**config.mk**
```make
export PLATFORM = sky130hd
export DESIGN_NAME = denise_rga_sequencer_flat
export DESIGN_NICKNAME = d
export VERILOG_FILES = /design/src/rtl/denise_rga_sequencer_if.sv /design/src/rtl/denise_rga_sequencer.sv /design/src/flat_wrapper.sv
export SDC_FILE = /design/constraint.sdc
export NUM_CORES = 1
export LEC_CHECK = 0
export ABC_AREA = 1
export ABC_CLOCK_PERIOD_IN_PS = 800
export CELL_PAD_IN_SITES_DETAIL_PLACEMENT = 0
export CELL_PAD_IN_SITES_GLOBAL_PLACEMENT = 1
export CORE_ASPECT_RATIO = 0.9
export CORE_MARGIN = 2
export CORE_UTILIZATION = 22
export CTS_CLUSTER_SIZE = 8
export DETAILED_ROUTE_END_ITERATION = 10
export PLACE_DENSITY_LB_ADDON = 0.1
export SYNTH_ARGS = -nofsm -noshare
export SYNTH_HDL_FRONTEND = slang
export SYNTH_SLANG_ARGS = --single-unit
```
**constraint.sdc**
```tcl
create_clock -name clk -period 0.8 [get_ports clk]
set_clock_uncertainty 0.05 [all_clocks]
set_input_delay 0.12 -clock clk [delete_from_list [all_inputs] [get_ports clk]]
set_output_delay 0.12 -clock clk [all_outputs]
set_load 0.02 [all_outputs]
```
**src/rtl/denise_rga_sequencer_if.sv**
```systemverilog
// Register-bus signal bundle between the RGA bus side and the Denise slot sequencer.
// The master side drives the address/data slot; the slave side returns strobes and read data.
interface denise_rga_sequencer_if;
    logic        cck_pos_edge;
    logic [7:0]  rga;
    logic [15:0] db_in;
    logic [15:0] clx_db_in;
    logic        w_wregs_clx_p1;
    logic        w_rregs_clx_p1;
    logic        reg_wr_p1;
    logic [7:0]  reg_addr_p1;
    logic [15:0] reg_wdata_p1;
    logic [15:0] db_out;
    logic        db_oe;

    modport master (
        output cck_pos_edge, rga, db_in, clx_db_in,
        input  w_wregs_clx_p1, w_rregs_clx_p1, reg_wr_p1, reg_addr_p1,
               reg_wdata_p1, db_out, db_oe
    );

    modport slave (
        input  cck_pos_edge, rga, db_in, clx_db_in,
        output w_wregs_clx_p1, w_rregs_clx_p1, reg_wr_p1, reg_addr_p1,
               reg_wdata_p1, db_out, db_oe
    );
endinterface

```
**src/rtl/denise_rga_sequencer.sv**
```systemverilog
// Denise register-bus front end: classifies each CCK slot from RGA and produces
// the one-slot-delayed write/read strobes, the read-data mux and the DB output enable.
module denise_rga_sequencer #(
    parameter logic [15:0] DENISE_ID     = 16'h00FC,
    parameter logic [7:0]  RGA_IDLE      = 8'hFF,
    parameter logic [7:0]  ADDR_CLXDAT   = 8'h07,
    parameter logic [7:0]  ADDR_CLXCON   = 8'h4C,
    parameter logic [7:0]  ADDR_DENISEID = 8'h3E,
    parameter logic [7:0]  FOREIGN_LIMIT = 8'h10
) (
    input  logic                          clk,
    input  logic                          rst_n,
    denise_rga_sequencer_if.slave         bus
);

    typedef enum logic [1:0] {
        ST_IDLE,
        ST_WR,
        ST_RD_CLX,
        ST_RD_ID
    } slot_t;

    slot_t state;
    slot_t slot_class;

    // Priority decode: idle code first, then the two reads Denise answers,
    // then low addresses owned by other chips, everything else is a write.
    always_comb begin
        slot_class = ST_IDLE;
        if (bus.rga == RGA_IDLE)
            slot_class = ST_IDLE;
        else if (bus.rga == ADDR_CLXDAT)
            slot_class = ST_RD_CLX;
        else if (bus.rga == ADDR_DENISEID)
            slot_class = ST_RD_ID;
        else if (bus.rga < FOREIGN_LIMIT)
            slot_class = ST_IDLE;
        else
            slot_class = ST_WR;
    end

    always_ff @(posedge clk or negedge rst_n) begin
        if (!rst_n) begin
            state              <= ST_IDLE;
            bus.reg_addr_p1    <= 8'h00;
            bus.reg_wdata_p1   <= 16'h0000;
            bus.reg_wr_p1      <= 1'b0;
            bus.w_wregs_clx_p1 <= 1'b0;
            bus.w_rregs_clx_p1 <= 1'b0;
            bus.db_oe          <= 1'b0;
        end else if (bus.cck_pos_edge) begin
            state              <= slot_class;
            bus.reg_addr_p1    <= bus.rga;
            bus.reg_wdata_p1   <= bus.db_in;
            bus.reg_wr_p1      <= (slot_class == ST_WR);
            bus.w_wregs_clx_p1 <= (slot_class == ST_WR) && (bus.rga == ADDR_CLXCON);
            bus.w_rregs_clx_p1 <= (slot_class == ST_RD_CLX);
            bus.db_oe          <= (slot_class == ST_RD_CLX) || (slot_class == ST_RD_ID);
        end
    end

    // CLXDAT bit 15 is unimplemented in the collision unit and always reads as 1.
    always_comb begin
        bus.db_out = 16'h0000;
        case (state)
            ST_RD_CLX: bus.db_out = {1'b1, bus.clx_db_in[14:0]};
            ST_RD_ID:  bus.db_out = DENISE_ID;
            default:   bus.db_out = 16'h0000;
        endcase
    end

endmodule

```
**src/flat_wrapper.sv**
```systemverilog
// flat-port wrapper written by rule: the top's interface ports become plain ports
module denise_rga_sequencer_flat 
#(
    parameter logic [15:0] DENISE_ID     = 16'h00FC,
    parameter logic [7:0]  RGA_IDLE      = 8'hFF,
    parameter logic [7:0]  ADDR_CLXDAT   = 8'h07,
    parameter logic [7:0]  ADDR_CLXCON   = 8'h4C,
    parameter logic [7:0]  ADDR_DENISEID = 8'h3E,
    parameter logic [7:0]  FOREIGN_LIMIT = 8'h10
)
  (clk, rst_n, bus_cck_pos_edge, bus_rga, bus_db_in, bus_clx_db_in, bus_w_wregs_clx_p1, bus_w_rregs_clx_p1, bus_reg_wr_p1, bus_reg_addr_p1, bus_reg_wdata_p1, bus_db_out, bus_db_oe);
  denise_rga_sequencer_if bus_i ();
  input  logic clk;
  input  logic rst_n;
  input wire logic [$bits(bus_i.cck_pos_edge)-1:0] bus_cck_pos_edge;
  input wire logic [$bits(bus_i.rga)-1:0] bus_rga;
  input wire logic [$bits(bus_i.db_in)-1:0] bus_db_in;
  input wire logic [$bits(bus_i.clx_db_in)-1:0] bus_clx_db_in;
  output wire logic [$bits(bus_i.w_wregs_clx_p1)-1:0] bus_w_wregs_clx_p1;
  output wire logic [$bits(bus_i.w_rregs_clx_p1)-1:0] bus_w_rregs_clx_p1;
  output wire logic [$bits(bus_i.reg_wr_p1)-1:0] bus_reg_wr_p1;
  output wire logic [$bits(bus_i.reg_addr_p1)-1:0] bus_reg_addr_p1;
  output wire logic [$bits(bus_i.reg_wdata_p1)-1:0] bus_reg_wdata_p1;
  output wire logic [$bits(bus_i.db_out)-1:0] bus_db_out;
  output wire logic [$bits(bus_i.db_oe)-1:0] bus_db_oe;
  assign bus_i.cck_pos_edge = bus_cck_pos_edge;
  assign bus_i.rga = bus_rga;
  assign bus_i.db_in = bus_db_in;
  assign bus_i.clx_db_in = bus_clx_db_in;
  assign bus_w_wregs_clx_p1 = bus_i.w_wregs_clx_p1;
  assign bus_w_rregs_clx_p1 = bus_i.w_rregs_clx_p1;
  assign bus_reg_wr_p1 = bus_i.reg_wr_p1;
  assign bus_reg_addr_p1 = bus_i.reg_addr_p1;
  assign bus_reg_wdata_p1 = bus_i.reg_wdata_p1;
  assign bus_db_out = bus_i.db_out;
  assign bus_db_oe = bus_i.db_oe;
  denise_rga_sequencer #(.DENISE_ID(DENISE_ID), .RGA_IDLE(RGA_IDLE), .ADDR_CLXDAT(ADDR_CLXDAT), .ADDR_CLXCON(ADDR_CLXCON), .ADDR_DENISEID(ADDR_DENISEID), .FOREIGN_LIMIT(FOREIGN_LIMIT)) u_core (.clk(clk), .rst_n(rst_n), .bus(bus_i));
endmodule
```
==> out/results.ini <==
[status]
run_status=finished with violations
violations=setup timing

[setup_path]
critPathTopFamily=flip-flops
critPathMaxStageDelay_ns=0.36
crit_top_cell=nor2_4
worstPathArrival_ns=1.17
r2r-start=u_core.state[0]
crit_required_ns=0.63
cpMaxStageDelayCell=dfrtp_1
cp_max_fo=9
cp_num_buf_inv=3
cp-end-kind=output pin
worstSetupEndpoint=bus_db_out[8]
startpoint_type=flip-flop
crit_path_cell_trace=inv_2 > nor2_4 > inv_6 > nor2_4 > buf_4
startpoint=u_core.state[1]
rr_endpoint=u_core.state[0]
r2r_cells=3
reg2reg_slack_ns=-0.03
crit_type=reg2out
cp_num_cells=5

[detailed_routing]
drt-met1-wl_um=1800
wl_met3_um=311
firstDrtPassIters=4
drc_errors=0
drt_iter0_drc=49
wirelength_um=3956
routed-via-count=1419
ant_nets=0
wl_per_cell_um=10.99
wl_met2_um=1814
viasPerCell=3.942
top_layer_used=met4

[global_routing]
grt_pass1_vias=1386
overflow=0
grt_antenna_before_repair=0
grt_max_degree=31
gr-usage-all-layers=0.1239
grt_pass1_wl_um=6603

[cells_and_area]
layout-drive-gt1-share=0.3576
fillerInstances=639
layout_commonest_cell=nand2_1
diodes=0
final_cell_mix=nand2_1 (79), buf_6 (36), clkdlybuf4s50_1 (32)
finalNetCount=330
syn_to_final_growth_pct=98.34
stdcell_area_sq_um=2685

[logic_synthesis]
netlist_area_sq_um=1354
syn-mean-instance-area_sq_um=7.521
yosys.area.top_type=dfrtp_1
synth_seq_cells=30
yosys.area.top_type_share=0.5545
synth_fp_nets=223
synth_xor_area_frac=0
synth_cells=180
synth-simple-area-share=0.3373
ys_types=14
yosysWarnings=0
synthAdderAreaFrac=0
ys_seq_area_frac=0.5545
synth_top_family_by_area=simple AND/OR/NAND/NOR gates
synth-compound-area-share=0.02218
muxShareOfSynthArea=0
synth.area.top_cells=dfrtp_1 (55%), nand2_1 (24%), nor2_1 (7.8%)

[power_and_ir_drop]
clockPowerShare=0.315
powerDensity_nw_per_um2=1492
leakage_uw=0.001378
ir_drop_mv=0.6591
seqPwrFrac=0.431
p_int_uw=2891
switching_power_uw=1116
p_sw_frac=0.2785
pwr-share-comb=0.254

[sta]
setup_viol=45
max_freq_mhz=747.5
finalSetupTns_ns=-13.32
rsz0062_at_grt=yes
hold_viol=0
timing.hold.ws_ns=0.1320
period_share=1.672
setup_ws_ns=-0.5378
slew_viol_final=0
max_slew_margin=0.7976
tightestPinTransition_ns=0.3036
layout_min_cycle_time_ns=1.338

[place]
place_worst_setup_slack_ns=-0.7172
dpl.hpwl_um=2755
place_area_sq_um=2446
io_buffer_count=85
place_congestion=0.7376

[floorplanning]
pin_count=87
fp-row-count=27
die_x_um=86.69
core_sq_um=6047
start_util=0.2239
die_area_sq_um=6798
fp.dieH_um=78.42

[clocking]
numCtsBuffers=5
cts_sinks=30
cts_tree=built
clockBufferDepth=2
cts_max_level=2
cts_root_buf=clkbuf_8
clk_pin_slew_worst_paths_ns=0.06
clk_latency_ns=0.28
cts.hold.buffers_added=0

[min_path]
min_from=bus_rga[2]
min_path_type=in2reg

[job]
drv_cap=0

worst min-delay path by stage:
stage,endpoint,slack (ns),cells after the start
after detailed placement,u_core.bus.reg_wdata_p1[12],0.41,2
after floorplan,u_core.bus.db_oe,-0.23,0
after global routing,u_core.bus.reg_addr_p1[3],0.16,4
after CTS,u_core.bus.reg_addr_p1[3],0.16,2
after global placement,u_core.bus.reg_wdata_p1[14],0.40,2
final,u_core.bus.reg_addr_p1[2],0.13,3
tightest hold or removal path: cells and delay by family:
family | cells | cell delay (ns)
AND/OR/NAND/NOR | 2 | 0.11
buffers and inverters | 1 | 0.20
kinds of logic (layout without fill, tap and decap cells):
kind of cell,Yosys count,in the layout
buffers and inverters,25,133
DFF,30,30
AOI/OAI and AO/OA,6,6
and+or+nand+nor,119,119
cell usage after synthesis:
cell / n
inv_1: 16
buf_4: 2
o21ai_1: 4
inv_4: 1
nand2_1: 86
nand3_1: 2
buf_2: 4
dfrtp_1: 30
buf_6: 1
nand4_1: 2
nor2_1: 28
nor2_2: 1
inv_2: 1
o21ai_0: 2
power by group through the flow:
stage,Sequential [uW],Clock (uW),Combinational (uW)
floorplan,1860,0,230
global placement,1730,0,927
detailed placement,1730,0,924
CTS,1720,1320,973
global route,1740,1380,1110
finish,1730,1260,1020
cell type report:
class,count,area (sq um),share of cell area
clock buffers,7,86.33,0.03215
clock inverters,1,5.005,0.001864
inverters,18,98.84,0.03681
multi-input cells,125,608.1,0.2265
flip-flops and latches,30,750.7,0.2796
well taps,72,90.09,0.03355
repair buffers,106,1037,0.3863
repair inverters,1,8.758,0.003262
stage by stage:
step             util  total power (uW)  std cells
3_5_place_dp   0.4045              2650        344
5_1_grt        0.4440              4228        360
2_1_floorplan       -              2093        180
4_1_cts        0.4248              4011        356
6_report       0.4440              4007        360
3_3_place_gp   0.4045              2656        344
layer usage:
metal,up-vias,GRT usage
li1,746,-
met1,623,0.1606
met2,46,0.1915
met3,4,0.04627
met4,0,0.03750
met5,-,0
state kept, by name, summed over array words and instances, names as in the netlist:
register	cells
u_core.bus.reg_addr_p1	8
u_core.bus.db_oe	1
u_core.bus.reg_wdata_p1	16
u_core.bus.reg_wr_p1	1
u_core.bus.w_wregs_clx_p1	1
u_core.bus.w_rregs_clx_p1	1
u_core.state	2
what timing repair did:
item	CTS	global route
setup buffers	6	6
pin swaps	2	7
setup endpoints to repair	74	54
endpoints found under the hold margin	0	0
resized for setup	258	36
cloned	1	0
Note: power is estimated with default switching activity, not from simulation.
